**config.mk**
```make
export PLATFORM = sky130hd
export DESIGN_NAME = usb_packet_transmitter
export DESIGN_NICKNAME = d
export VERILOG_FILES = /design/src/rtl/usb_packet_transmitter.sv
export SDC_FILE = /design/constraint.sdc
export NUM_CORES = 1
export LEC_CHECK = 0
export BUFFER_PORTS_ARGS = -buffer_cell sky130_fd_sc_hd__buf_2
export CORE_MARGIN = 1.5
export CORE_UTILIZATION = 50
export CTS_CLUSTER_SIZE = 25
export DETAILED_ROUTE_END_ITERATION = 10
export GPL_TIMING_DRIVEN = 0
export MAX_ROUTING_LAYER = met4
export PLACE_DENSITY = 0.71
export SLEW_MARGIN = 40
export SYNTH_ARGS = -nofsm -noshare
export SYNTH_HDL_FRONTEND = slang
export SYNTH_SLANG_ARGS = --single-unit
```
**constraint.sdc**
```tcl
create_clock -name clk -period 4.3 [get_ports clk]
set_input_delay 0.43 -clock clk [delete_from_list [all_inputs] [get_ports clk]]
set_output_delay 0.43 -clock clk [all_outputs]
set_load 0.02 [all_outputs]
```
**src/rtl/usb_packet_transmitter.sv**
```systemverilog
// Purpose: packetizes a 32-bit word into header + 4 data bytes (+ XOR checksum when USB_TX_CHECKSUM_EN is defined).
// Latency: header valid the cycle after the load; one byte per cycle while tx_ready=1; all outputs registered.
// Backpressure: tx_ready=0 holds tx_data/state; loads while busy are dropped and flagged with overrun.
module usb_packet_transmitter #(
    parameter logic [7:0] HEADER_BYTE = 8'hA5
) (
    input  logic        clk,
    input  logic        n_rst,
    input  logic        output_ready,
    input  logic [31:0] average_data,
    input  logic        tx_ready,
    output logic [7:0]  tx_data,
    output logic        tx_valid,
    output logic        busy,
    output logic        packet_done,
    output logic        overrun
);

`ifdef USB_TX_CHECKSUM_EN
    typedef enum logic [2:0] {IDLE, HEADER, DATA, CHECK, DONE} state_t;
`else
    typedef enum logic [2:0] {IDLE, HEADER, DATA, DONE} state_t;
`endif

    state_t      state, state_d;
    logic [31:0] shift, shift_d;
    logic [1:0]  cnt, cnt_d;
    logic        xfer;

    logic [7:0]  tx_data_d;
    logic        tx_valid_d;
    logic        busy_d;
    logic        packet_done_d;
    logic        overrun_d;

`ifdef USB_TX_CHECKSUM_EN
    logic [7:0]  csum, csum_d;
`endif

    // tx_valid is a register, so the handshake never loops back combinationally
    assign xfer = tx_valid & tx_ready;

    always_comb begin
        state_d = state;
        shift_d = shift;
        cnt_d   = cnt;
`ifdef USB_TX_CHECKSUM_EN
        csum_d  = csum;
`endif
        case (state)
            IDLE: begin
                if (output_ready) begin
                    shift_d = average_data;
                    cnt_d   = 2'd0;
`ifdef USB_TX_CHECKSUM_EN
                    csum_d  = 8'h00;
`endif
                    state_d = HEADER;
                end
            end
            HEADER: begin
                if (xfer) begin
                    cnt_d   = 2'd0;
                    state_d = DATA;
                end
            end
            DATA: begin
                if (xfer) begin
`ifdef USB_TX_CHECKSUM_EN
                    csum_d  = csum ^ shift[31:24];
`endif
                    shift_d = {shift[23:0], 8'h00};
                    cnt_d   = cnt + 2'd1;
                    if (cnt == 2'd3) begin
`ifdef USB_TX_CHECKSUM_EN
                        state_d = CHECK;
`else
                        state_d = DONE;
`endif
                    end
                end
            end
`ifdef USB_TX_CHECKSUM_EN
            CHECK: begin
                if (xfer) state_d = DONE;
            end
`endif
            DONE:    state_d = IDLE;
            default: state_d = IDLE;
        endcase
    end

    // Outputs are precomputed from the next state so they are registered yet cycle-aligned
    always_comb begin
        tx_data_d     = 8'h00;
        tx_valid_d    = 1'b0;
        busy_d        = (state_d != IDLE);
        packet_done_d = (state_d == DONE);
        overrun_d     = output_ready && (state != IDLE);
        case (state_d)
            HEADER: begin
                tx_data_d  = HEADER_BYTE;
                tx_valid_d = 1'b1;
            end
            DATA: begin
                tx_data_d  = shift_d[31:24];
                tx_valid_d = 1'b1;
            end
`ifdef USB_TX_CHECKSUM_EN
            CHECK: begin
                tx_data_d  = csum_d;
                tx_valid_d = 1'b1;
            end
`endif
            default: begin
                tx_data_d  = 8'h00;
                tx_valid_d = 1'b0;
            end
        endcase
    end

    always_ff @(posedge clk or negedge n_rst) begin
        if (!n_rst) begin
            state       <= IDLE;
            shift       <= 32'h0;
            cnt         <= 2'd0;
            tx_data     <= 8'h00;
            tx_valid    <= 1'b0;
            busy        <= 1'b0;
            packet_done <= 1'b0;
            overrun     <= 1'b0;
        end else begin
            state       <= state_d;
            shift       <= shift_d;
            cnt         <= cnt_d;
            tx_data     <= tx_data_d;
            tx_valid    <= tx_valid_d;
            busy        <= busy_d;
            packet_done <= packet_done_d;
            overrun     <= overrun_d;
        end
    end

`ifdef USB_TX_CHECKSUM_EN
    always_ff @(posedge clk or negedge n_rst) begin
        if (!n_rst) csum <= 8'h00;
        else        csum <= csum_d;
    end
`endif

endmodule

```
Yosys cells after proc, flatten, opt, wreduce, memory -nomap -nowiden
Index checks and enable logic that the tools add are counted.
W data, S select, Z words.
{"block": "word_totals", "regBits": 49, "inputBits": 36, "out_inout_bits": 12, "word_cells": 43}
{"block": "classes", "n_addsub": 1, "eq_ne": 9, "mux": 14, "n_bitwise": 1, "reduce_logical": 9}
{"operator": "$mux W32", "n": 2}
{"operator": "$pmux W32 S2", "n": 1}
{"operator": "$pmux W8 S2", "n": 1}
{"operator": "$mux W3", "n": 4}
{"operator": "$eq A3 B2 Y1 const B", "n": 3}
{"operator": "$pmux W3 S3", "n": 1}
{"operator": "$reduce_bool A3 Y1", "n": 3}
{"operator": "$eq A3 B1 Y1 const B", "n": 2}
{"operator": "$mux W2", "n": 3}
{"operator": "$ne A2 B2 Y1 const B", "n": 3}
{"operator": "$pmux W2 S3", "n": 1}
{"operator": "$reduce_and A4 Y1", "n": 1}
{"operator": "$logic_not A3 Y1", "n": 1}
{"operator": "$reduce_and A3 Y1", "n": 1}
{"operator": "$add A2 B1 Y2 const B", "n": 1}
{"operator": "$eq A2 B2 Y1 const B", "n": 1}
{"operator": "$reduce_bool A2 Y1", "n": 1}
{"operator": "$reduce_or A2 Y1", "n": 1}
{"operator": "$and A1 B1 Y1", "n": 1}
{"operator": "$logic_and A1 B1 Y1", "n": 1}
{"operator": "$mux W1", "n": 1}

Depth between registers and ports, before layout
{"block": "depth", "depth_word": 7, "ltp_mapped": 7, "ltp_nobuf": 4}

Least setup slack after synthesis
No wires, ideal clock.
{"block": "synth_timing", "path_kind": "register to register", "start": "register state[1]", "end": "register tx_data[2]", "setup_time_ns": 0.119, "arrival_time_ns": 1.532, "t_required_ns": 4.181, "setup_slack_ns": 2.649, "stages_incl_launch_ff": 7, "path_buffers": 2, "synth_period_minus_slack_ns": 1.651, "cell_sequence": "dfrtp_1 > buf_6 > nor4b_4 > a21oi_2 > buf_6 > a221o_1 > o21a_1"}
{"block": "synth_between", "word_cells_on_any_way": 12, "classes_between": "4 x eq/ne; 7 x mux; 1 x reduce/logical"}
{"item": "from (decl)", "line": "25", "source": "state_t state, state_d;"}
{"item": "from (signal assigned)", "line": "133", "source": "state <= state_d;"}
{"item": "$eq A3 B2 Y1 / $logic_not A3 Y1 (equally long branches)", "line": "50", "source": "case (state)"}
{"item": "$pmux W32 S2 *", "line": "50"}
{"item": "named net shift_d[26]", "line": "26", "source": "logic [31:0] shift, shift_d;"}
{"item": "$pmux W8 S2 *", "line": "100", "source": "case (state_d)"}
{"item": "named net tx_data_d[2]", "line": "30", "source": "logic [7:0] tx_data_d;"}
{"item": "to (signal assigned)", "line": "136", "source": "tx_data <= tx_data_d;"}
{"item": "to (decl)", "line": "12", "source": "output logic [7:0] tx_data,"}
The timed path passes the listed nets; every way through them passes the cells marked *.
A chain may end at the register's enable or synchronous reset.

Worst setup path after layout
{"block": "layout_timing", "start": "register state[1]", "end": "register shift[23]"}
{"block": "layout_between", "elab_chain_cells": 3, "word_cells_on_any_way": 7, "classes_between": "3 x eq/ne; 1 x mux; 3 x reduce/logical"}
{"item": "$eq A3 B2 Y1 / $logic_not A3 Y1 (equally long branches)", "line": "50"}
{"item": "$ne A2 B2 Y1 (no line) / $reduce_bool A2 Y1 (equally long branches)"}
{"item": "$reduce_and A3 Y1 (no line)"}
{"item": "to (signal assigned)", "line": "134", "source": "shift <= shift_d;"}
{"item": "to (decl)", "line": "26"}
Several ways; a longest one is shown, not always the timed one.

==> reports/results.ini <==
[finish]
drive_gt1_share_pct = 28.6
ff_latch_area_sq_um = 1230
multi_input_area_sq_um = 767
instances_no_fill = 295
fillers = 361
antenna_cells = 0
stdcell_area_sq_um = 2480
fin_util_pct = 62.1
syn_to_final_growth_pct = 20.1
final_common_cell = buf_2
final_cell_mix = buf_2 (52), nand2_1 (51), dfrtp_1 (49), a22oi_1 (16), and2_1 (12)
layout.nets = 281

[grt]
antenna_found_initial = 0
grt_start_max_net_pins = 50
grt_pass1_vias = 1470
grt_overflow = 0
grt_pass1_wl_mm = 7.06
grt.total_usage_pct = 21.8

[synth]
synth-seq-area-share_pct = 59.3
synth_area_leader_cell = dfrtp_1
synth_cells = 190
avgSynthCellArea_sq_um = 10.9
synth_nets = 227
synth_area_sq_um = 2070
synth_top_area_share_pct = 59.3
ys_top_cells_by_area = dfrtp_1 (59%), nand2_1 (9.3%), a22oi_1 (5.8%), a221o_1 (3.9%), and2_1 (3.6%)
synthDistinctLibCells = 32
yosys_warnings = 0
synth-seq-cells = 49

[sta]
fmax_mhz = 512
hold_viol_final = 0
rsz0062_at_grt = no
drv_slew = 0
min_period_ps = 1950
finalWorstSetupSlack_ps = 2350
setup_tns_ps = 0
slew_headroom_pct = 60.0
fin_skew_ps = 6.18
whs_ps = 127
setup_viol = 0
max_slew.worst_pin.slew_ps = 599
final.period_utilization_pct = 45.5

[clocking]
cts_sinks = 49
postCtsSetupBuffers = 0
path_clk_slew_ps = 90
root_buffer = clkbuf_8
hold_buffers = 0
cts_resized = 0
insertion_delay_ps = 300
clockBufferDepth = 2
cts_made_buffers = 5
tritoncts = done
cts_max_level = 2

[routing]
num_vias = 1606
viasPerCell = 5.44
wire_per_inst_microns = 14.6
drt_wl_total_mm = 4.31
drtPass1Iterations = 4
drtAntennaViolNets = 0
drc = 0
first_iter_violations = 124

[power]
clkPwrFrac_pct = 32.9
p_int_mw = 0.775
switching_share_pct = 25.1
switchingPower_mw = 0.260
p_leak_nw = 1.28
combPwrFrac_pct = 13.6
seqPwrFrac_pct = 53.5
peakVddDrop_uv = 190
power_density_nw_per_um2 = 416
total_power_mw = 1.03

[placement]
io_buffers = 47
placed_cell_area_sq_um = 2370
hpwl_mm = 2.91
placed_cells = 287
dp_slack_ps = 2340
gp_congestion = 0.810

[floorplan]
die_area_sq_um = 4530
coreArea_sq_um = 4000
num_rows = 23
die_x_microns = 67.3
fp.dieH_microns = 67.3
ios = 48
start_util_pct = 51.7

[critical_path]
start_kind = register
arrival_ps = 2190
critPathKind = register to register
ff2ff_path_depth = 6
cp_max_fo = 10
required_ps = 4540
crit_path_end_kind = register
r2r-start = state[1]$_DFF_PN0_
reg2reg_to = shift[23]$_DFFE_PN0P_
rrSetupSlack_ps = 2350

[hold_path]
hold_class = input port to asynchronous set/reset pin

[run_status]
status = complete, no violations

[flow_run]
maxCapViolCount = 0

-- registers in the layout, summed over array words and instances, names as in the netlist --
| register | flops |
|---|---|
| shift | 32 |
| tx_data | 8 |
| state | 3 |
| cnt | 2 |
| busy | 1 |
| overrun | 1 |
| packet_done | 1 |
| tx_valid | 1 |
-- power by group through the flow --
stage	sequential, mW	clock (mW)	combinational [mW]
2_1_floorplan	0.563	0	0.0825
4_1_cts	0.553	0.347	0.142
3_3_place_gp	0.561	0	0.137
3_5_place_dp	0.562	0	0.142
5_1_grt	0.561	0.364	0.159
6_report	0.553	0.340	0.141
-- cell families after synthesis --
family,Yosys count,synth area share [%]
buffers and inverters,13,3.63
adder cells (fa/ha/maj),1,0.605
AO/OA/AOI/OAI,48,17.0
AND/OR/NAND/NOR,75,17.7
multiplexers,3,1.57
flip-flops,49,59.3
other,1,0.181
-- worst max-delay path: stages (launching register included) --
cell      delay, ps
dfrtp_1         380
buf_6           140
nor4b_4         420
buf_2           290
clkbuf_1        420
a22oi_1         140
nand2_1          90
-- worst max-delay path by stage --
stage / to / start / cells after the start
2_1_floorplan: tx_data[2]$_DFF_PN0_ / state[1]$_DFF_PN0_ / 6
3_3_place_gp: shift[23]$_DFFE_PN0P_ / state[1]$_DFF_PN0_ / 6
3_5_place_dp: shift[23]$_DFFE_PN0P_ / state[0]$_DFF_PN0_ / 7
4_1_cts: shift[23]$_DFFE_PN0P_ / state[0]$_DFF_PN0_ / 7
5_1_grt: shift[20]$_DFFE_PN0P_ / state[1]$_DFF_PN0_ / 6
6_report: shift[23]$_DFFE_PN0P_ / state[1]$_DFF_PN0_ / 6
-- per-layer routing --
layer	GRT usage (%)	vias up	routed length, microns
met2	31.2	57	2000
met4	8.42	0	65
met3	6.00	9	257
met5	-	-	0
met1	29.6	775	1980
li1	-	765	-
-- final cells by class --
type | count | area share (%)
clock inverters | 1 | 1.21
clock buffers | 7 | 3.47
flip-flops and latches | 49 | 49.3
well taps | 50 | 2.52
plain buffers | 11 | 2.72
inverters | 2 | 0.302
repair buffers | 47 | 9.57
multi-input cells | 128 | 30.9
-- cell usage after synthesis, drive strengths merged --
master	instances
a211oi	2
a21o	1
a21oi	4
a221o	8
a22oi	16
a31o	1
and2	12
and3	1
and4b	1
buf	9
clkbuf	2
conb	1
dfrtp	49
ha	1
inv	2
mux2	2
mux2i	1
nand2	51
nand2b	1
nand3	2
nor2	1
nor2b	2
nor3	3
nor4b	1
o21a	4
o21ai	10
o21bai	1
o2bb2ai	1
Note: power is estimated with default switching activity, not from simulation.
